--- src/rtl/anti_theft_pkg.sv ---
// Shared types and constants for the anti-theft controller and its timer bench.
package anti_theft_pkg;

  localparam int IVL_W = 4;

  typedef enum logic [2:0] {
    ST_ARMED          = 3'd0,
    ST_TRIGGERED      = 3'd1,
    ST_ALARM          = 3'd2,
    ST_DIS_IGN        = 3'd3,
    ST_DIS_WAIT_OPEN  = 3'd4,
    ST_DIS_WAIT_CLOSE = 3'd5,
    ST_ARM_DELAY      = 3'd6
  } state_e;

  localparam logic [1:0] SEL_ARM    = 2'd0;
  localparam logic [1:0] SEL_DRIVER = 2'd1;
  localparam logic [1:0] SEL_PASS   = 2'd2;
  localparam logic [1:0] SEL_ALARM  = 2'd3;

  localparam logic [IVL_W-1:0] T_ARM_DELAY       = 4'd6;
  localparam logic [IVL_W-1:0] T_DRIVER_DELAY    = 4'd8;
  localparam logic [IVL_W-1:0] T_PASSENGER_DELAY = 4'd15;
  localparam logic [IVL_W-1:0] T_ALARM_ON        = 4'd10;

  function automatic logic [IVL_W-1:0] ivl_default(input logic [1:0] sel);
    case (sel)
      SEL_ARM:    return T_ARM_DELAY;
      SEL_DRIVER: return T_DRIVER_DELAY;
      SEL_PASS:   return T_PASSENGER_DELAY;
      default:    return T_ALARM_ON;
    endcase
  endfunction

endpackage

--- src/rtl/time_param_regs.sv ---
// Four reprogrammable interval registers with a single write port and an
// asynchronous read by index; reset restores the package defaults.
module time_param_regs
  import anti_theft_pkg::*;
(
  input  logic             clk,
  input  logic             rst_n,
  input  logic             wr_en_i,
  input  logic [1:0]       wr_sel_i,
  input  logic [IVL_W-1:0] wr_data_i,
  input  logic [1:0]       rd_sel_i,
  output logic [IVL_W-1:0] rd_data_o
);

  logic [IVL_W-1:0] ivl_q [4];

  always_ff @(posedge clk or negedge rst_n) begin
    if (!rst_n) begin
      for (int i = 0; i < 4; i++) ivl_q[i] <= ivl_default(2'(i));
    end else if (wr_en_i) begin
      ivl_q[wr_sel_i] <= wr_data_i;
    end
  end

  assign rd_data_o = ivl_q[rd_sel_i];

endmodule

--- src/rtl/anti_theft_fsm.sv ---
// Anti-theft sequencing controller: arm / trigger / alarm / disarm flow driving
// the countdown timer. Define STATUS_BLINK_EN to blink the LED while armed.
//
// state             | meaning
// ST_ARMED          | armed, waiting for door or ignition
// ST_TRIGGERED      | door opened, entry delay running
// ST_ALARM          | siren on; alarm-on countdown restarts on each door close
// ST_DIS_IGN        | ignition on, disarmed
// ST_DIS_WAIT_OPEN  | ignition off, waiting for driver to open door
// ST_DIS_WAIT_CLOSE | waiting for all doors closed
// ST_ARM_DELAY      | arm delay running before re-arming
module anti_theft_fsm
  import anti_theft_pkg::*;
(
  input  logic             clk,
  input  logic             rst_n,
  input  logic             ignition,
  input  logic             door_driver,
  input  logic             door_pass,
  input  logic             reprogram,
  input  logic [1:0]       time_sel,
  input  logic [IVL_W-1:0] time_value,
  input  logic             one_hz_enable,
  input  logic             timer_expired,
  output logic             start_timer,
  output logic [IVL_W-1:0] load_value,
  output logic             siren,
  output logic             status_led,
  output logic [2:0]       fsm_state
);

  state_e           state_q, state_d;
  logic             start_q, start_d, start_d1_q;
  logic [IVL_W-1:0] load_q, load_d;
  logic             siren_q, siren_d;
  logic             led_q, led_d;
  logic             door_prev_q;
  logic             alarm_run_q, alarm_run_d;
  logic [1:0]       rd_sel_d;
  logic [IVL_W-1:0] ivl_rd;
  logic             any_door, qexp;

  time_param_regs u_regs (
    .clk       (clk),
    .rst_n     (rst_n),
    .wr_en_i   (reprogram),
    .wr_sel_i  (time_sel),
    .wr_data_i (time_value),
    .rd_sel_i  (rd_sel_d),
    .rd_data_o (ivl_rd)
  );

  assign any_door = door_driver | door_pass;
  // Expiry during or right after our own start is the previous count's sticky flag.
  assign qexp     = timer_expired & ~start_q & ~start_d1_q;

  always_comb begin
    state_d     = state_q;
    start_d     = 1'b0;
    rd_sel_d    = SEL_ARM;
    alarm_run_d = alarm_run_q;
    if (reprogram) begin
      state_d = ST_ARMED;
    end else begin
      case (state_q)
        ST_ARMED: begin
          if (ignition) state_d = ST_DIS_IGN;
          else if (door_driver) begin
            state_d = ST_TRIGGERED; start_d = 1'b1; rd_sel_d = SEL_DRIVER;
          end else if (door_pass) begin
            state_d = ST_TRIGGERED; start_d = 1'b1; rd_sel_d = SEL_PASS;
          end
        end
        ST_TRIGGERED: begin
          if (ignition) state_d = ST_DIS_IGN;
          else if (qexp) state_d = ST_ALARM;
        end
        ST_ALARM: begin
          // Only an expiry of a count started inside ALARM may end the alarm.
          if (ignition) state_d = ST_DIS_IGN;
          else if (any_door) state_d = ST_ALARM;
          else if (door_prev_q) begin
            start_d = 1'b1; rd_sel_d = SEL_ALARM; alarm_run_d = 1'b1;
          end else if (qexp && alarm_run_q) state_d = ST_ARMED;
        end
        ST_DIS_IGN: begin
          if (!ignition) state_d = ST_DIS_WAIT_OPEN;
        end
        ST_DIS_WAIT_OPEN: begin
          if (ignition) state_d = ST_DIS_IGN;
          else if (door_driver) state_d = ST_DIS_WAIT_CLOSE;
        end
        ST_DIS_WAIT_CLOSE: begin
          if (ignition) state_d = ST_DIS_IGN;
          else if (!any_door) begin
            state_d = ST_ARM_DELAY; start_d = 1'b1; rd_sel_d = SEL_ARM;
          end
        end
        ST_ARM_DELAY: begin
          if (ignition) state_d = ST_DIS_IGN;
          else if (any_door) state_d = ST_DIS_WAIT_CLOSE;
          else if (qexp) state_d = ST_ARMED;
        end
        default: state_d = ST_ARMED;
      endcase
    end
    if (state_d != ST_ALARM) alarm_run_d = 1'b0;

    load_d  = start_d ? ivl_rd : load_q;
    siren_d = (state_d == ST_ALARM);
    if (state_d == ST_TRIGGERED || state_d == ST_ALARM) led_d = 1'b1;
    else if (state_d == ST_ARMED) begin
`ifdef STATUS_BLINK_EN
      led_d = (state_q == ST_ARMED) ? (led_q ^ one_hz_enable) : 1'b0;
`else
      led_d = 1'b1;
`endif
    end else led_d = 1'b0;
  end

`ifndef STATUS_BLINK_EN
  logic unused_one_hz;
  assign unused_one_hz = one_hz_enable;
`endif

  always_ff @(posedge clk or negedge rst_n) begin
    if (!rst_n) begin
      state_q     <= ST_ARMED;
      start_q     <= 1'b0;
      start_d1_q  <= 1'b0;
      load_q      <= '0;
      siren_q     <= 1'b0;
      led_q       <= 1'b0;
      door_prev_q <= 1'b0;
      alarm_run_q <= 1'b0;
    end else begin
      state_q     <= state_d;
      start_q     <= start_d;
      start_d1_q  <= start_q;
      load_q      <= load_d;
      siren_q     <= siren_d;
      led_q       <= led_d;
      door_prev_q <= any_door;
      alarm_run_q <= alarm_run_d;
    end
  end

  assign start_timer = start_q;
  assign load_value  = load_q;
  assign siren       = siren_q;
  assign status_led  = led_q;
  assign fsm_state   = state_q;

endmodule

--- config.mk ---
export PLATFORM = sky130hd
export DESIGN_NAME = anti_theft_fsm
export DESIGN_NICKNAME = d
export VERILOG_FILES = /design/src/rtl/anti_theft_pkg.sv /design/src/rtl/time_param_regs.sv /design/src/rtl/anti_theft_fsm.sv
export SDC_FILE = /design/constraint.sdc
export NUM_CORES = 1
export LEC_CHECK = 0
export CAP_MARGIN = 20
export CORE_UTILIZATION = 56
export CTS_CLUSTER_DIAMETER = 200
export DETAILED_ROUTE_END_ITERATION = 10
export PLACE_DENSITY = 0.83
export SLEW_MARGIN = 20
export SYNTH_ARGS = -nofsm -noshare
export SYNTH_HDL_FRONTEND = slang
export SYNTH_SLANG_ARGS = --single-unit
export TNS_END_PERCENT = 30
--- constraint.sdc ---
create_clock -name clk -period 3.61 [get_ports clk]
set_clock_uncertainty 0.1 [all_clocks]
set_input_delay 0.722 -clock clk [delete_from_list [all_inputs] [get_ports clk]]
set_output_delay 0.722 -clock clk [all_outputs]
set_load 0.03 [all_outputs]
==> results of run 1 <==
[power by group through the flow]
stage               clock network (mW)  logic (mW)  registers [mW]
floorplan                            0       0.110           0.478
global placement                     0       0.234           0.440
detailed placement                   0       0.241           0.445
CTS                              0.206       0.241           0.439
global route                     0.221       0.259           0.446
finish                           0.203       0.239           0.438
[area by class of cell]
class	instances	area, sq um
well taps	30	37.5
flip-flops and latches	29	737
clock buffers	8	58.8
repair buffers	24	230
multi-input cells	80	663
fillers	197	724
inverters	7	26.3
[cells in the final DEF (no fill, tap or decap), types with 2 or more instances in the layout]
cell type         n
clkdlybuf4s50_1  21
dfstp_2           9
clkbuf_1          2
nand3b_1          3
dfrtp_1          20
nand3_1           2
a22o_1            4
a31oi_1           2
a21oi_1           7
mux2_2           16
a221o_1           4
mux2i_1           5
inv_1             6
nand3b_2          3
o21ai_1           3
nor3_1            2
nand2_1           4
nor2_1            6
clkbuf_4          5
o21ai_0           2
a22oi_1           2
nor3b_1           2
buf_4             2
[flip-flops by register name (all words and copies together) (netlist names)]
name,count
load_value,4
siren,1
u_regs.ivl_q,16
door_prev_q,1
start_d1_q,1
status_led,1
start_timer,1
fsm_state,3
alarm_run_q,1
[cell families (layout without fill, tap and decap cells)]
logic type / after synthesis / after routing
AOI/OAI and AO/OA: 31 / 31
xor gates and xnor gates: 1 / 1
buffers and inverters: 13 / 39
DFF: 29 / 29
muxes: 21 / 21
and+or+nand+nor: 27 / 27
[worst reg2reg max path: cells and delay by family, from the launching register on]
family,cells,cell delay (ns)
AO/OA/AOI/OAI,3,0.68
AND/OR/NAND/NOR,2,0.52
flip-flops,1,0.57
[path summary, 6_finish.rpt]
kind,endpoint,slack [ns],cells past startpoint,from
setup / recovery,fsm_state[2],1.04,1,fsm_state[2]
hold / removal,door_prev_q,0.27,1,rst_n
setup reg to reg,load_value[1],1.64,5,fsm_state[2]
hold reg to reg,start_d1_q,0.32,0,start_timer
max in group asynchronous,u_regs.ivl_q[5],2.57,2,rst_n
min in group clk,start_d1_q,0.32,0,start_timer
[synth_stat cells (4+ instances only)]
cell	number
a21oi_1	7
inv_1	6
dfrtp_1	20
a22o_1	4
a221o_1	4
nor2_1	6
mux2i_1	5
dfstp_2	9
buf_2	4
nand2_1	4
mux2_2	16
[layer usage]
| metal | up-vias | routed length [microns] |
|---|---|---|
| li1 | 507 | - |
| met1 | 554 | 1280 |
| met2 | 23 | 1520 |
| met3 | 7 | 92 |
| met4 | 0 | 61 |
| met5 | - | 0 |
==> impl_metrics.env, run 1 <==
export IMPL_clock_fmax_ghz=0.389
export IMPL_cts_hold_buf=0
export IMPL_root_buffer="clkbuf_4"
export IMPL_slowest_stage="clkdlybuf4s50_1"
export IMPL_hpwl_mm=2.18
export IMPL_setup_viol_count_final=0
export IMPL_synth_area_sq_um=1470
export IMPL_holdWs_ns=0.267
export IMPL_postLayoutCoreUtil=0.708
export IMPL_initial_core_util=0.591
export IMPL_io_pins=24
export IMPL_status="completed"
export IMPL_crit_path_start_kind="flop"
export IMPL_power_internal_uw=611
export IMPL_h_tree_depth=2
export IMPL_max_cap_viol_count=0
export IMPL_synth_seq_area_share=0.503
export IMPL_yosysTopAreaCellShare=0.342
export IMPL_ys_flop_type="dfrtp_1"
export IMPL_switching_power_uw=268
export IMPL_grt_pass1_wl_mm=4.94
export IMPL_min_period_ns=2.57
export IMPL_cts_tree="yes"
export IMPL_p_leak_nw=0.749
export IMPL_drc=0
export IMPL_grt_max_degree=26
export IMPL_clk_pin_slew_ns=0.10
export IMPL_critical_path_max_stage_delay_ns=0.77
export IMPL_ys_ff_latch=29
export IMPL_grt_use_total=0.257
export IMPL_final_area_sq_um=1750
export IMPL_yosys_area_top_type="dfrtp_1"
export IMPL_use_met1=0.315
export IMPL_grt_pass1_vias=1075
export IMPL_cts_sinks=29
export IMPL_final_cells=178
export IMPL_fp_dieW_microns=53.2
export IMPL_synth_xor_area_frac=0.00598
export IMPL_synth_simple_area_share=0.131
export IMPL_netSwitchingFraction=0.305
export IMPL_end_kind="primary output"
export IMPL_syn2layout_area_growth_pct=19.6
export IMPL_vias=1091
export IMPL_firstDrtPassIters=4
export IMPL_vias_per_cell=6.13
export IMPL_numPlacedInstances=170
export IMPL_total_power_uw=879
export IMPL_clock_path_buffers=2
export IMPL_cp_max_fo=14
export IMPL_grt_busiest_layer="met2"
export IMPL_synth_compound_area_share=0.159
export IMPL_ir_worst_vdd_mv=0.325
export IMPL_p_seq_frac=0.498
export IMPL_wl_mm=2.96
export IMPL_met2_usage=0.422
export IMPL_post_place_ws_ns=0.852
export IMPL_layout_drive_gt1_share=0.291
export IMPL_syn_instance_count=122
export IMPL_portBuffers=22
export IMPL_synth_fa_ha_area_frac=0
export IMPL_cp_data_arrival_time_ns=1.75
export IMPL_synth_cell_types=36
export IMPL_synth_edff_count=0
export IMPL_syn_avg_cell_area_sq_um=12.0
export IMPL_dpl_cell_area_sq_um=1700
export IMPL_worst_pin_slew_ns=0.816
export IMPL_numCtsBuffers=5
export IMPL_wl_per_cell_microns=16.6
export IMPL_rows=18
export IMPL_synth_top_family_by_area="compound AO/OA/AOI/OAI gates"
export IMPL_core_area_sq_um=2480
export IMPL_slew_violations=0
export IMPL_syn_nets=136
export IMPL_clock_latency_ns=0.32
export IMPL_async_reset_ff_frac=1.00
export IMPL_rsz0062_at_grt="no"
export IMPL_grt_ovfl_total=0
export IMPL_required_ns=2.79
export IMPL_synth_mux_area_frac=0.157
export IMPL_fin_nets=161
export IMPL_drtIter0Drc=31
export IMPL_ys_top_cells_by_area="dfrtp_1 (34%), dfstp_2 (16%), mux2_2 (12%)"
export IMPL_dieHeight_microns=53.2
export IMPL_hold_class="in -> async"
export IMPL_combPwrFrac=0.272
export IMPL_tns_ns=0
export IMPL_relSlewSlack=0.455
export IMPL_gp_congestion=0.863
export IMPL_antenna_left=0
export IMPL_met3_usage=0.0776
export IMPL_hold_viol_final=0
export IMPL_finalWorstSetupSlack_ns=1.04
export IMPL_cts_repair_resize_count=0
export IMPL_path_cells="clkdlybuf4s50_1"
export IMPL_antenna_cells=0
export IMPL_critical_path_buf_inv_count=1
export IMPL_antenna_found_initial=0
export IMPL_yosysWarningCount=0
export IMPL_die_area_sq_um=2820
export IMPL_critical_path_class="reg -> out"
export IMPL_post_route_period_util=0.712
export IMPL_power_density_nw_per_um2=502
export IMPL_postCtsSetupRepairBufs=0
export IMPL_path_delay_family="buffers and inverters"
export IMPL_p_clk_frac=0.231
(Power assumes the default switching activity.)
==> inputs of run 2 (changes only) <==
--- a/config.mk
+++ b/config.mk
@@ -6,10 +6,10 @@
 export NUM_CORES = 1
 export LEC_CHECK = 0
 export CAP_MARGIN = 20
-export CORE_UTILIZATION = 56
+export CORE_UTILIZATION = 47
 export CTS_CLUSTER_DIAMETER = 200
 export DETAILED_ROUTE_END_ITERATION = 10
-export PLACE_DENSITY = 0.83
+export PLACE_DENSITY = 0.74
 export SLEW_MARGIN = 20
 export SYNTH_ARGS = -nofsm -noshare
 export SYNTH_HDL_FRONTEND = slang
==> constraint.sdc (replaced) <==
create_clock -name clk -period 2.3 [get_ports clk]
set_clock_uncertainty 0.1 [all_clocks]
set_input_delay 0.46 -clock clk [delete_from_list [all_inputs] [get_ports clk]]
set_output_delay 0.46 -clock clk [all_outputs]
set_load 0.03 [all_outputs]
==> run 2 against run 1 <==
Net effect: the run now ends with DRC left; final cell count rose by 7.3%; critical path depth did not move; sequential power rose by 58%; sequential share of layout area fell by 2.7 points.
==> impl_metrics.env, run 2 (synthesized netlist as in run 1, its figures left out) <==
export IMPL_status="complete, but fails checks"
export IMPL_violations="DRC"
export IMPL_grt_use_total=0.211
export IMPL_num_fill_cells=238
export IMPL_relSlewSlack=0.747
export IMPL_p_seq_frac=0.456
export IMPL_tns_ns=0
export IMPL_rows=19
export IMPL_portBuffers=22
export IMPL_top_register="u_regs.ivl_q"
export IMPL_required_ns=1.74
export IMPL_critical_path_max_stage_delay_ns=0.75
export IMPL_fp_dieW_microns=57.8
export IMPL_syn2layout_area_growth_pct=28.2
export IMPL_hold_viol_final=0
export IMPL_io_pins=24
export IMPL_clock_latency_ns=0.33
export IMPL_clock_fmax_ghz=0.452
export IMPL_vias_per_cell=5.98
export IMPL_vias=1143
export IMPL_final_cells=191
export IMPL_antenna_found_initial=0
export IMPL_initial_core_util=0.514
export IMPL_numPlacedInstances=183
export IMPL_power_density_nw_per_um2=806
export IMPL_largest_reg_flops=16
export IMPL_antenna_cells=0
export IMPL_drtIter0Drc=41
export IMPL_grt_max_degree=30
export IMPL_path_delay_family="buffers and inverters"
export IMPL_p_leak_nw=0.818
export IMPL_postCtsSetupRepairBufs=0
export IMPL_slew_violations=0
export IMPL_critical_path_class="reg -> out"
export IMPL_core_area_sq_um=2850
export IMPL_grt_pass1_vias=1131
export IMPL_cts_repair_resize_count=0
export IMPL_root_buffer="clkbuf_4"
export IMPL_power_internal_mw=1.08
export IMPL_clk_pin_slew_ns=0.09
export IMPL_slowest_stage="clkdlybuf4s50_1"
export IMPL_post_route_period_util=0.961
export IMPL_wl_per_cell_microns=16.0
export IMPL_antenna_left=0
export IMPL_ir_worst_vdd_mv=0.484
export IMPL_cp_data_arrival_time_ns=1.65
export IMPL_p_clk_frac=0.283
export IMPL_dieHeight_microns=57.8
export IMPL_cts_tree="yes"
export IMPL_cts_sinks=29
export IMPL_hpwl_mm=2.27
export IMPL_combPwrFrac=0.260
export IMPL_final_common_cell="clkdlybuf4s50_1"
export IMPL_grt_ovfl_total=0
export IMPL_drc=2
export IMPL_clock_path_buffers=2
export IMPL_h_tree_depth=2
export IMPL_die_area_sq_um=3340
export IMPL_setup_viol_count_final=0
export IMPL_gp_congestion=0.819
export IMPL_path_cells="clkdlybuf4s50_1"
export IMPL_firstDrtPassIters=8
export IMPL_fin_nets=173
export IMPL_critical_path_buf_inv_count=1
export IMPL_wl_mm=3.06
export IMPL_worst_pin_slew_ns=0.375
export IMPL_layout_drive_gt1_share=0.356
export IMPL_crit_path_start_kind="flop"
export IMPL_min_period_ns=2.21
export IMPL_rsz0062_at_grt="no"
export IMPL_max_cap_viol_count=0
export IMPL_switching_power_uw=429
export IMPL_final_cell_mix="clkdlybuf4s50_1 (22), dfrtp_1 (18), mux2_2 (16)"
export IMPL_end_kind="primary output"
export IMPL_grt_pass1_wl_mm=5.14
export IMPL_cts_hold_buf=0
export IMPL_numCtsBuffers=5
export IMPL_hold_class="reg -> reg"
export IMPL_cp_max_fo=10
export IMPL_netSwitchingFraction=0.284
[run 2: cell types whose count changed in the layout (fill, tap and decap cells not counted)]
cell / delta
buf_4: +12
dfrtp_1: -2
dfrtp_2: +2
buf_2: -1
bufinv_16: +1
clkbuf_1: -1
clkdlybuf4s50_1: +1
[run 2: per-layer routing]
metal,global-route usage,up-vias,part of all wire
li1,-,530,-
met5,0,-,0
met2,0.312,45,0.45
met3,0.0558,12,0.057
met4,0.122,0,0.033
met1,0.280,556,0.46
[run 2: power groups by stage]
stage / logic (mW) / registers [mW] / clock network, mW
2_1_floorplan: 0.173 / 0.750 / 0
3_3_place_gp: 0.383 / 0.693 / 0
3_5_place_dp: 0.394 / 0.700 / 0
4_1_cts: 0.396 / 0.689 / 0.434
5_1_grt: 0.421 / 0.704 / 0.461
6_report: 0.394 / 0.690 / 0.429
[run 2: worst paths after layout]
check | from | slack, ns | depth (start not counted) | to
worst max-delay path | fsm_state[2] | 0.09 | 1 | fsm_state[2]
worst min-delay path | start_timer | 0.33 | 0 | start_d1_q
worst max register to register | fsm_state[2] | 0.42 | 6 | siren
worst min register to register | start_timer | 0.33 | 0 | start_d1_q
max in group asynchronous | rst_n | 1.39 | 2 | u_regs.ivl_q[3]
min in group asynchronous | rst_n | 0.41 | 2 | load_value[3]
[run 2: through the flow]
step / hold WS (ns) / total power [mW] / instance area (sq um) / util / setup slack (ns)
global route: 0.340 / 1.59 / 1880 / 0.658 / 0.0262
floorplan: 0.0644 / 0.923 / 1470 / - / 0.483
global placement: 0.309 / 1.08 / 1790 / 0.628 / -0.0149
detailed placement: 0.301 / 1.09 / 1790 / 0.628 / -0.0453
finish: 0.327 / 1.51 / 1880 / 0.658 / 0.0895
CTS: 0.332 / 1.52 / 1880 / 0.657 / 0.0176
[run 2: layout make-up]
cell class	count	area, sq um	area share
timing repair buffer	36	325	0.173
sequential	29	739	0.394
clock inverter	1	30.0	0.0160
inverter	7	26.3	0.0140
tap	31	38.8	0.0207
multi-input combinational	80	663	0.353
clock buffer	7	55.1	0.0293
